--- src/rtl/store_log_fifo_pkg.sv ---
// rtl/store_log_fifo_pkg.sv - shared constants and entry type for the store log FIFO
package store_log_fifo_pkg;

    localparam int ENTRY_W       = 64;
    localparam int DEFAULT_DEPTH = 8;
    localparam int DEFAULT_CNT_W = 8;

    typedef struct packed {
        logic [31:0] addr;
        logic [31:0] data;
    } entry_t;

endpackage

--- src/rtl/fifo_ram.sv ---
// rtl/fifo_ram.sv - DEPTH x 64 storage, synchronous write port, asynchronous read port
module fifo_ram
    import store_log_fifo_pkg::*;
#(
    parameter  int DEPTH = DEFAULT_DEPTH,
    localparam int AW    = $clog2(DEPTH)
) (
    input  logic          clk,
    input  logic          wr_en_i,
    input  logic [AW-1:0] wr_addr_i,
    input  entry_t        wr_data_i,
    input  logic [AW-1:0] rd_addr_i,
    output entry_t        rd_data_o
);

    // Contents are intentionally not reset; the read side masks them via out_valid.
    entry_t mem_q [DEPTH];

    always_ff @(posedge clk) begin
        if (wr_en_i) begin
            mem_q[wr_addr_i] <= wr_data_i;
        end
    end

    assign rd_data_o = mem_q[rd_addr_i];

endmodule

--- src/rtl/store_log_fifo.sv ---
// rtl/store_log_fifo.sv - logs processor stores into a FIFO with sticky overflow and drop counter
module store_log_fifo
    import store_log_fifo_pkg::*;
#(
    parameter  int DEPTH = DEFAULT_DEPTH,
    parameter  int CNT_W = DEFAULT_CNT_W,
    localparam int AW    = $clog2(DEPTH),
    localparam int LW    = $clog2(DEPTH) + 1
) (
    input  logic             clk,
    input  logic             reset,
    input  logic             write_enable,
    input  logic [31:0]      address_to_mem,
    input  logic [31:0]      data_to_mem,
    output logic             out_valid,
    input  logic             out_ready,
    output logic [31:0]      out_addr,
    output logic [31:0]      out_data,
    output logic [LW-1:0]    level,
    output logic             overflow,
    output logic [CNT_W-1:0] drop_count
);

    logic [AW-1:0]    wr_ptr_q, wr_ptr_d;
    logic [AW-1:0]    rd_ptr_q, rd_ptr_d;
    logic [LW-1:0]    level_q, level_d;
    logic             overflow_q, overflow_d;
    logic [CNT_W-1:0] drop_q, drop_d;

    logic   full;
    logic   pop;
    logic   push_ok;
    logic   drop;
    entry_t head;
    entry_t wr_entry;

    assign full    = (level_q == LW'(DEPTH));
    assign pop     = out_valid && out_ready;
    // A full queue still accepts a store when the head leaves on the same edge.
    assign push_ok = write_enable && (!full || pop);
    assign drop    = write_enable && full && !pop;

    assign wr_entry = '{addr: address_to_mem, data: data_to_mem};

    always_comb begin
        wr_ptr_d   = wr_ptr_q;
        rd_ptr_d   = rd_ptr_q;
        level_d    = level_q;
        overflow_d = overflow_q;
        drop_d     = drop_q;

        if (push_ok) begin
            wr_ptr_d = wr_ptr_q + AW'(1);
        end
        if (pop) begin
            rd_ptr_d = rd_ptr_q + AW'(1);
        end

        case ({push_ok, pop})
            2'b10:   level_d = level_q + LW'(1);
            2'b01:   level_d = level_q - LW'(1);
            default: level_d = level_q;
        endcase

        if (drop) begin
            overflow_d = 1'b1;
            if (!(&drop_q)) begin
                drop_d = drop_q + CNT_W'(1);
            end
        end
    end

    always_ff @(posedge clk or negedge reset) begin
        if (!reset) begin
            wr_ptr_q   <= '0;
            rd_ptr_q   <= '0;
            level_q    <= '0;
            overflow_q <= 1'b0;
            drop_q     <= '0;
        end else begin
            wr_ptr_q   <= wr_ptr_d;
            rd_ptr_q   <= rd_ptr_d;
            level_q    <= level_d;
            overflow_q <= overflow_d;
            drop_q     <= drop_d;
        end
    end

    fifo_ram #(
        .DEPTH(DEPTH)
    ) u_ram (
        .clk       (clk),
        .wr_en_i   (push_ok),
        .wr_addr_i (wr_ptr_q),
        .wr_data_i (wr_entry),
        .rd_addr_i (rd_ptr_q),
        .rd_data_o (head)
    );

    assign out_valid  = (level_q != '0);
    assign out_addr   = head.addr;
    assign out_data   = head.data;
    assign level      = level_q;
    assign overflow   = overflow_q;
    assign drop_count = drop_q;

endmodule

--- config.mk ---
export PLATFORM = sky130hd
export DESIGN_NAME = store_log_fifo
export DESIGN_NICKNAME = d
export VERILOG_FILES = /design/src/rtl/store_log_fifo_pkg.sv /design/src/rtl/fifo_ram.sv /design/src/rtl/store_log_fifo.sv
export SDC_FILE = /design/constraint.sdc
export NUM_CORES = 1
export LEC_CHECK = 0
export BUFFER_PORTS_ARGS = -buffer_cell sky130_fd_sc_hd__buf_2
export CORE_MARGIN = 1.5
export CORE_UTILIZATION = 35
export DETAILED_ROUTE_END_ITERATION = 10
export PLACE_DENSITY_LB_ADDON = 0.1
export SLEW_MARGIN = 5
export SYNTH_ARGS = -nofsm -noshare
export SYNTH_HDL_FRONTEND = slang
export SYNTH_HIERARCHICAL = 1
export SYNTH_SLANG_ARGS = --single-unit
--- constraint.sdc ---
create_clock -name clk -period 5.3 [get_ports clk]
set_input_delay 0.265 -clock clk [delete_from_list [all_inputs] [get_ports clk]]
set_output_delay 0.265 -clock clk [all_outputs]
set_load 0.005 [all_outputs]
[Word-level counts from Yosys, hierarchy flattened]
Memories as Yosys holds them, arrays and structs flattened.
Cells that the tools add are included.
Word-level totals
  register bits after elaboration: 19
  RAM bits: 512
  input bits: 68
  output and inout bits: 78
  word-level logic and storage cells: 29
  memories kept: 1
Cells by class
  $add $sub $neg: 5
  equal/unequal tests: 3
  muxes and demuxes: 3
  bitwise operators: 1
  reduce and logical (&&, ||, !) cells: 11
Memory list
  u_ram.mem_q: depth 8, bits a word 64, read ports 1, clocked after memory_dff 0, write ports 1, line fifo_ram.sv:17  | entry_t mem_q [DEPTH];
Operators with widths (number)
  $add 8x1->8 const B: 1
  $pmux 4 s2: 1
  $reduce_and 8->1: 1
  $add 3x1->3 const B: 2
  $add 4x1->4 const B: 1
  $eq 4x4->1 const B: 1
  $logic_and 1x1->1: 4
  $reduce_bool 4->1: 1
  $sub 4x1->4 const B: 1
  $eq 2x1->1 const B: 1
  $eq 2x2->1 const B: 1
  $logic_not 1->1: 2
  $mux 1: 2
  $reduce_and 2->1: 1
  $reduce_bool 2->1: 1
  $logic_or 1x1->1: 1
  $not 1->1: 1

[Logic depth before layout (Yosys ltp)]
Gate-level depths: netlist of the first run.
  depth in word-level cells: 6
  mapped depth: 9
  depth with buffers taken out: 9

[Modules after synthesis]
The synthesis of the first run kept the hierarchy.
By module, submodules not included
  fifo_ram: times used 1, cells each 752, area each 19266.0 um^2, seq. area each 15374.7 um^2
  store_log_fifo: times used 1, cells each 95, area each 1011.0 um^2, seq. area each 475.5 um^2

[Worst setup path before layout of the first run]
Ideal clock, no wire load.
  kind: flip-flop to flip-flop
  from: reg level_q[3] (netlist: level[3])
  to: mem u_ram/mem_q[0][0] (netlist bit), enable pin
  setup time: 565 ps
  arrival time: 5267 ps
  data required time: 4735 ps
  slack: -531 ps
  cell stages (with the launch flop): 7
  path buffers: 0
  period minus slack after synthesis: 5831 ps
  cells stage by stage: dfrtp_1 > nor2b_1 > nand2_1 > nand2_1 > inv_1 > nand2b_1 > nor3_1
Between the ends
  cells in the longest elaborated chain, start to end: 6
  elaborated cells on any way between the ends: 8
  classes of those cells: eq/ne: 1; mux: 2; reduce/logical: 5
Ends and longest elaborated chain
  from (decl): line store_log_fifo.sv:26  | logic [LW-1:0] level_q, level_d;
  from (signal assigned): line store_log_fifo.sv:83  | level_q <= level_d;
  $eq 4x4->1 / $reduce_bool 4->1 (equally long branches): line store_log_fifo.sv:37, store_log_fifo.sv:100
  $logic_not 1->1 / $logic_and 1x1->1 (equally long branches): line store_log_fifo.sv:40, store_log_fifo.sv:38
  $logic_or 1x1->1 *: line store_log_fifo.sv:40  | assign push_ok = write_enable && (!full || pop);
  $logic_and 1x1->1 *: line store_log_fifo.sv:40
  via push_ok: line store_log_fifo.sv:32  | logic push_ok;
  $mux 1 *: line fifo_ram.sv:20  | if (wr_en_i) begin
  $mux 1 (not written as such) *: line fifo_ram.sv:21  | mem_q[wr_addr_i] <= wr_data_i;
  to (decl): line fifo_ram.sv:17
Mark *: on every way through the listed nets, which the timed path passes. The rest lies on a longest branch.

[Worst setup path after layout of the first run]
  from: reg rd_ptr_q[0]
  to: out out_data[24]
Between the ends
  cells in the longest elaborated chain, start to end: 1
Ends and longest elaborated chain
  from (decl): line store_log_fifo.sv:25  | logic [AW-1:0] rd_ptr_q, rd_ptr_d;
  from (signal assigned): line store_log_fifo.sv:82  | rd_ptr_q <= rd_ptr_d;
  $mem_v2 8x64
  to (decl): line store_log_fifo.sv:18  | output logic [31:0] out_data,
Every way passes these cells.

==> results.md, run 1 <==
* Setup TNS at 0 ns
* Via count at 9283
* Num Clock Sinks at 531
* Hold endpoint: rd_ptr_q[0]
* Distinct cells, synth at 33
* Hold slack at 0.06108 ns
* TritonRoute pass-1 iters at 4
* Clk_lat worst skew at 0.61 ns
* CTS buffer count at 59
* Crit share post-route at 64.42%
* Core area at 57480 sq um
* Final Max Tran Viols at 0
* #FFs+latches synth at 531
* Routed wire length at 43330 um
* Reg-to-reg endpoint: u_ram/mem_q[7][37]
* Syn-to-layout area delta at 20.70%
* Inst Count DP at 1741
* Post-CTS Repair Setup Buffers at 0
* Fin worst setup slack at 1.886 ns
* I/O Buffers at 145
* Initial antenna violation count at 4
* RSZ-0062 raised after global routing: no
* Post-DRT Antenna Nets at 0
* Critical-path cell list: buf_12, mux4_2, mux2_2, buf_2
* R2R cell count at 7
* First-pass GRT wire length at 66070 um
* Design area at 24470 sq um
* Synth Net Count at 922
* Htree depth at 2
* Post-DR wirelength/cell at 22.61 um
* Hold Path Depth at 3
* RR Startpoint: level[3]
* Measured slew at the worst slew-check pin at 1.118 ns
* Chip Height at 243.7 um
* Final min period at 3.414 ns
* DP HPWL at 23130 um
* Worst IR Drop VDD at 0.0004675 V
* Max incr delay on CP at 0.90 ns
* Root buf cell: clkbuf_16
* Power Total at 13.10 mW
* Vias in the first global route at 10260
* # Max-Cap Violations at 0
* Final setup vio count at 0
* Gr usage total at 14.94%
* Critical Path RT at 5.04 ns
* DR iter-0 viols at 499
* Flop2flop setup slack at 2.54 ns
* GP Congestion at 0.7047
* Detailed-route vias per instance at 4.845
* CP Capture Type: primary output
* Sequential area share after synthesis at 78.17%
* CTS tree: done
* Clock-pin slew on the worst setup and hold paths at 0.05 ns
* Pin count of the biggest net entering global routing at 66
* Hold path startpoint: out_ready
* Fmax at 292.9 MHz
* CP Launch Point: rd_ptr_q[0]
* Cell Pwr Density at 535.2 nW/um^2
* Crit path launch type: flop
* IO Pins at 146
* Post-DP Area at 21990 sq um
* Clock tree buffer depth at 3
* Count of final hold-check violations at 0
* Die area at 59390 sq um
* Std-Cell Rows at 88
* Layout Skew at 0.02083 ns
* CP max stage cell: dfrtp_4
* Syn Inst Count at 847
* CP max FO at 64
* Hold crit path type: in -> reg
* Slew margin rel. at 25.49%
* Final core occ at 42.58%
* Syn Area/Cell at 23.94 sq um
* Synthesis Warnings at 6
* CP Class: reg -> out
* Final non-filler cell total at 1916
* Mapped Area at 20280 sq um
* Status: finished clean
* Starting Density at 35.28%
* Total grt overflow at 0
* LEAKAGE at 8.064 nW
* Die W at 243.7 um
* Critical path arrival at 3.15 ns
* Nets at 1177
* Setup WS pre-CTS at 2.378 ns
* Share of cells above drive strength 1 at 39.74%
* # DRC at 0
==> sequential cells by signal, summed over array words and instances, names as in the netlist <==
| signal | count |
|---|---|
| overflow | 1 |
| level | 4 |
| u_ram/mem_q | 512 |
| drop_count | 8 |
| wr_ptr_q | 3 |
| rd_ptr_q | 3 |
==> per-layer routing <==
layer	global-route usage (%)	share of wire, %
met1	19.66	44
met2	24.90	50
met3	3.712	4.8
met4	3.613	1.8
met5	0	0.092
==> worst max-delay path: cells and delay by family (launching register included) <==
kind	cells	cell delay [ns]
muxes	2	0.88
buffers and inverters	2	0.67
DFF	1	0.90
==> what timing repair did <==
| action | 4_1_cts | 5_1_grt |
|---|---|---|
| endpoints found under the hold margin | 531 | 0 |
| hold buffers | 65 | 0 |
| gates resized for setup | 0 | 0 |
==> how the worst max path moves through the flow <==
stage                         to  slack (ns)  cells past startpoint
2_1_floorplan  u_ram/mem_q[1][0]        1.19                      6
3_3_place_gp        out_data[24]        2.37                      4
3_5_place_dp        out_data[24]        2.38                      4
4_1_cts             out_data[24]        1.72                      4
5_1_grt             out_data[24]        1.62                      4
6_report            out_data[24]        1.89                      4
==> Yosys cell counts, drive strengths merged <==
library cell	count	share of area, %
edfxtp	512	76
mux4	128	14
mux2	72	4.0
buf	27	1.0
dfrtp	19	2.3
nand2	13	0.24
nor2	11	0.20
clkbuf	10	0.19
inv	8	0.15
ha	6	0.37
nand2b	6	0.19
nor3	5	0.12
o21ai	5	0.12
xor2	5	0.22
nand3	3	0.074
nor4	3	0.093
xnor2	3	0.13
a21oi	1	0.025
and2	1	0.043
fa	1	0.099
mux2i	1	0.049
nand4	1	0.031
nand4b	1	0.043
nor2b	1	0.031
nor3b	1	0.037
o311ai	1	0.043
or3	1	0.031
or4	1	0.056
==> where the power goes <==
part | switching [mW] | internal, mW
Sequential | 0.454 | 5.27
Combinational | 1.66 | 1.85
Clock | 1.60 | 2.26
==> area by class of cell <==
| cell class | count | area, sq um |
|---|---|---|
| Multi-Input combinational cell | 271 | 4220 |
| Tap cell | 765 | 957.2 |
| Clock inverter | 32 | 266.5 |
| Inverter | 8 | 30.03 |
| Clock buffer | 77 | 1565 |
| Antenna cell | 1 | 2.502 |
| Fill cell | 5063 | 33000 |
| Sequential cell | 531 | 15860 |
| Timing Repair Buffer | 231 | 1572 |
==> placed cells by master (no fill, tap or decap), types with 16 or more instances in the layout <==
cell type / Yosys / final
dfrtp_1: 19 / 16
clkbuf_1: 10 / 17
dlygate4sd3_1: 0 / 65
mux4_2: 128 / 128
buf_4: 3 / 18
mux2_2: 70 / 70
edfxtp_1: 512 / 512
buf_2: 3 / 145
clkbuf_16: 0 / 60
==> cells by family (layout without fill, tap and decap cells) <==
| group | count (synthesis) | after routing | synth area share, % |
|---|---|---|---|
| flops | 531 | 531 | 78.17 |
| mux | 201 | 201 | 18.28 |
| simple gates | 48 | 48 | 1.191 |
| buf+inv | 45 | 348 | 1.351 |
| xor+xnor | 8 | 8 | 0.3456 |
| fa+ha+maj | 7 | 7 | 0.4690 |
| compound gates | 7 | 7 | 0.1913 |
| other cells | 0 | 1 | 0 |
Note: power is estimated with default switching activity, not from simulation.
==> inputs of run 2 (changes only) <==
- clock period: 5.3 -> 3.4 ns (I/O delays scaled with it)
==> run 2 against run 1 <==
Net effect:
- sequential power increased by 53%
- die area is the same
- clock power rose by 54%
- utilization increased by 0.23 points
- worst hold slack got worse by 0.0080 ns
- first-iteration DRC count decreased by 2.8%
- global-route usage fell by 0.15 points
- final area grew 0.54%
- register-to-register slack got worse by 1.7 ns
==> results.md, run 2 (synthesized netlist as in run 1, its figures left out) <==
* Status: finished clean
* CP Capture Type: primary output
* Num Clock Sinks at 531
* Clk_lat worst skew at 0.60 ns
* Crit path launch type: flop
* Final min period at 2.904 ns
* RR Startpoint: level[0]
* Starting Density at 35.28%
* Psw at 5.745 mW
* Largest Register: u_ram/mem_q
* Vias in the first global route at 10100
* Critical path arrival at 2.73 ns
* Post-DR wirelength/cell at 22.51 um
* Critical Path RT at 3.23 ns
* Post-DRT Antenna Nets at 0
* LEAKAGE at 8.112 nW
* Sw Ratio at 28.11%
* Std-Cell Rows at 88
* Internal power at 14.69 mW
* DP HPWL at 22190 um
* Fmax at 344.3 MHz
* IO Pins at 146
* Pin count of the biggest net entering global routing at 51
* Final setup vio count at 0
* Measured slew at the worst slew-check pin at 0.7070 ns
* Initial antenna violation count at 2
* DR iter-0 viols at 485
* Commonest non-fill, non-tap cell in the layout: edfxtp_1
* CTS buffer count at 57
* Worst IR Drop VDD at 0.0004079 V
* First-pass GRT wire length at 64920 um
* # DRC at 0
* I/O Buffers at 145
* Comb pwr share at 28.2%
* Design area at 24610 sq um
* Seq pwr share at 42.7%
* Count of final hold-check violations at 0
* Detailed-route vias per instance at 4.846
* Gr usage total at 14.80%
* Layout Skew at 0.01501 ns
* Total grt overflow at 0
* GP Congestion at 0.6930
* R2R cell count at 7
* Post-CTS Repair Setup Buffers at 0
* Clock-pin slew on the worst setup and hold paths at 0.06 ns
* Htree depth at 2
* # Max-Cap Violations at 0
* Syn-to-layout area delta at 21.36%
* RSZ-0062 raised after global routing: no
* CTS Hold Bufs at 66
* Flop2flop setup slack at 0.84 ns
* Routed wire length at 43190 um
* Fin worst setup slack at 0.4957 ns
* Chip Height at 243.7 um
* Clock tree buffer depth at 3
* Hold crit path type: in -> reg
* Reg-to-reg endpoint: level[3]
* Clk pwr share at 29.1%
* Power Total at 20.44 mW
* Setup WS pre-CTS at 0.8116 ns
* Hold Path Depth at 4
* Post-CTS Resized at 0
* Core area at 57480 sq um
* Share of cells above drive strength 1 at 39.98%
* Crit share post-route at 85.42%
* Post-DP Area at 22150 sq um
* Via count at 9299
* Die area at 59390 sq um
* Slew margin rel. at 52.87%
* Die W at 243.7 um
* Cell Pwr Density at 830.6 nW/um^2
* Root buf cell: clkbuf_16
* Most frequent cells in the layout: edfxtp_1, buf_2, mux4_2
* CP max FO at 32
* Hold endpoint: wr_ptr_q[0]
* CTS tree: done
* TritonRoute pass-1 iters at 4
* Setup TNS at 0 ns
* CP Class: reg -> out
* Final Max Tran Viols at 0
* Hold path startpoint: write_enable
* Nets at 1182
* Max reg flops at 512
[run 2: cell types whose count changed in the layout (fill, tap and decap cells not counted), moves of 3 or more]
cell	delta
buf_4	-3
buf_12	+9
clkinv_2	-3
clkbuf_8	+5
clkinv_1	+4
clkbuf_1	-6
[run 2: how the worst max path moves through the flow]
stage | startpoint | to | slack, ns | cells past startpoint
3_5_place_dp | level[0] | level[3] | 0.81 | 7
4_1_cts | rd_ptr_q[0] | out_addr[24] | 0.36 | 4
6_report | rd_ptr_q[0] | out_data[24] | 0.50 | 4
3_3_place_gp | level[0] | level[3] | 0.88 | 7
2_1_floorplan | level[3] | u_ram/mem_q[1][0] | -0.71 | 6
5_1_grt | rd_ptr_q[0] | out_data[15] | 0.29 | 4
[run 2: cell type report]
| class | instances | area [sq um] |
|---|---|---|
| Antenna cell | 1 | 2.502 |
| Clock buffer | 75 | 1587 |
| Clock inverter | 30 | 210.2 |
| Fill cell | 5078 | 32870 |
| Inverter | 8 | 30.03 |
| Multi-Input combinational cell | 271 | 4220 |
| Sequential cell | 531 | 15860 |
| Tap cell | 765 | 957.2 |
| Timing Repair Buffer | 238 | 1739 |
[run 2: power groups by stage]
stage               Combinational (mW)  Clock (mW)  Sequential [mW]
global route                      6.29        6.37             8.86
floorplan                         3.94           0             8.61
finish                            5.76        5.94             8.74
CTS                               6.00        6.13             8.77
global placement                  5.91           0             8.87
detailed placement                5.91           0             8.91
[run 2: layer usage]
| layer | share of wire [%] | vias to the layer above | track usage (%) |
|---|---|---|---|
| li1 | - | 4096 | - |
| met1 | 46 | 4971 | 20.56 |
| met2 | 48 | 164 | 23.70 |
| met3 | 4.4 | 66 | 3.206 |
| met4 | 1.9 | 2 | 3.740 |
| met5 | 0.016 | - | 0 |
[run 2: metrics by stage]
stage / utilization, % / hold slack [ns] / instances
2_1_floorplan: - / -0.1256 / 847
3_3_place_gp: 38.53 / 0.1627 / 1747
3_5_place_dp: 38.53 / 0.1606 / 1747
4_1_cts: 42.81 / 0.01106 / 1918
5_1_grt: 42.81 / 0.06487 / 1919
6_report: 42.81 / 0.05311 / 1919
[run 2: critical path, cell delays in order, from the launching register on]
cell and delay [ns]:
dfrtp_4 0.77, buf_12 0.35, mux4_2 0.54, mux2_2 0.32, buf_2 0.14
==> inputs of run 3 (changes only) <==
- GPL_ROUTABILITY_DRIVEN: not set -> 1
- clock period: 3.4 -> 3.29 ns (I/O delays scaled with it)
==> run 3 against run 2 <==
Net effect:
- first-iteration DRC count increased by 3.5%
- power increased by 4.3%
- clock power increased by 6.7%
- non-clock buffer count unchanged
- highest routed layer unchanged
- die area unchanged
- global-route usage about the same
- worst hold slack got worse by 0.0077 ns
- combinational power increased by 3.8%
==> results.md, run 3 (synthesized netlist as in run 1, its figures left out) <==
* Status: finished clean
* Gr usage total at 14.75%
* Final core occ at 42.93%
* Total grt overflow at 0
* Vias in the first global route at 10080
* Initial antenna violation count at 1
* # DRC at 0
* R2R cell count at 7
* Clock tree buffer depth at 3
* Share of cells above drive strength 1 at 40.19%
* CTS buffer count at 59
* Grt met2 use at 24.15%
* Most used routing layer: met2
* Post-DP Area at 22140 sq um
* Fmax at 329.3 MHz
* Multi-input logic area at 4220 sq um
* Power Total at 21.32 mW
* Register Area at 15860 sq um
* Starting Density at 35.28%
* GP Congestion at 0.6954
* Worst IR Drop VDD at 0.0004026 V
* Num Clock Sinks at 531
* Final setup vio count at 0
* Hold crit path type: in -> async
* Htree depth at 2
* Number of fill cells at 5020
* Layout Skew at 0.02078 ns
* RSZ-0062 raised after global routing: no
* M3 GR Usage at 3.128%
* Crit share post-route at 92.31%
* Routed wire length at 43090 um
* Clock-pin slew on the worst setup and hold paths at 0.06 ns
* Std-Cell Rows at 88
* LEAKAGE at 8.155 nW
* CP max FO at 27
* Pin count of the biggest net entering global routing at 50
* IO Pins at 146
* Post-DR wirelength/cell at 22.42 um
* Cell Pwr Density at 863.9 nW/um^2
* Chip Height at 243.7 um
* Clk_lat worst skew at 0.60 ns
* Die W at 243.7 um
* Flop2flop setup slack at 0.73 ns
* CP Launch Point: rd_ptr_q[0]
* DR iter-0 viols at 502
* Root buf cell: clkbuf_16
* Count of final hold-check violations at 0
* Commonest non-fill, non-tap cell in the layout: edfxtp_1
* Post-DRT Antenna Nets at 0
* Syn-to-layout area delta at 21.70%
* RR Startpoint: level[0]
* Reg-to-reg endpoint: level[3]
* Largest Register: u_ram/mem_q
* Crit path launch type: flop
* Setup crit end: out_data[24]
* Max reg flops at 512
* Final Max Tran Viols at 0
* Measured slew at the worst slew-check pin at 0.6432 ns
* CTS tree: done
* Post-CTS Resized at 0
* Final min period at 3.037 ns
* CP Capture Type: primary output
* Via count at 9270
* Slew margin rel. at 57.12%
* Most frequent cells in the layout: edfxtp_1, buf_2, mux4_2
* Critical path arrival at 2.87 ns
* TritonRoute pass-1 iters at 4
* # Max-Cap Violations at 0
* Design area at 24680 sq um
* Met1 Usage GRT at 20.24%
* CP Class: reg -> out
* Die area at 59390 sq um
* I/O Buffers at 145
* Nets at 1184
* ANT cells at 0
* Core area at 57480 sq um
* First-pass GRT wire length at 64650 um
* Critical Path RT at 3.13 ns
* Detailed-route vias per instance at 4.823
* DP HPWL at 22590 um
run 3: cell types whose count changed in the layout (fill, tap and decap cells not counted):
cell	change
clkinvlp_4	-1
clkinv_1	-4
bufinv_16	+2
clkbuf_16	+2
diode_2	-1
clkinv_2	+5
inv_6	-1
clkbuf_8	-4
buf_12	-1
inv_16	+1
buf_4	+1
clkbuf_1	+4
run 3: worst min path at each step:
stage	startpoint	end	slack, ns	depth (start not counted)
6_report	reset	drop_count[3]	0.05	2
3_3_place_gp	reset	drop_count[1]	0.15	1
4_1_cts	write_enable	overflow	0.002	3
2_1_floorplan	reset	drop_count[0]	-0.13	0
5_1_grt	reset	drop_count[3]	0.04	2
3_5_place_dp	reset	drop_count[2]	0.15	1
run 3: cell type report:
| type | count | area share, % |
|---|---|---|
| tap | 765 | 3.879 |
| clock buffer | 77 | 6.470 |
| clock inverter | 32 | 1.151 |
| sequential | 531 | 64.28 |
| inverter | 8 | 0.1217 |
| multi-input combinational | 271 | 17.10 |
| timing repair buffer | 238 | 6.997 |
run 3: stage by stage:
| stage | setup WS, ns | hold slack [ns] | TNS, ns | cells |
|---|---|---|---|---|
| after global routing | 0.06596 | 0.04409 | 0 | 1922 |
| final | 0.2529 | 0.04540 | 0 | 1922 |
| after global placement | 0.7577 | 0.1530 | 0 | 1747 |
| after CTS | 0.1398 | 0.002386 | 0 | 1922 |
| after detailed placement | 0.7172 | 0.1480 | 0 | 1747 |
| after floorplan | -0.8241 | -0.1311 | -388.63 | 847 |
run 3: power breakdown:
group	internal, mW	total, mW	switching [mW]
registers	8.50	8.99	0.496
logic	3.08	5.98	2.90
clock network	3.79	6.34	2.56
run 3: metal layers:
layer | wire [um] | vias up | part of all wire, %
li1 | - | 4114 | -
met1 | 19640 | 4923 | 46
met2 | 20750 | 173 | 48
met3 | 1970 | 58 | 4.6
met4 | 719 | 2 | 1.7
met5 | 7 | - | 0.016
run 3: critical path, stage by stage (launching register included):
cell     delay, ns
dfrtp_4       0.81
buf_4         0.45
mux4_2        0.55
mux2_2        0.31
buf_2         0.14
run 3: repair_timing:
action / in CTS / in global routing
endpoints found under the hold margin: 534 / 0
setup buffers: 0 / 0
hold buffers: 66 / 0
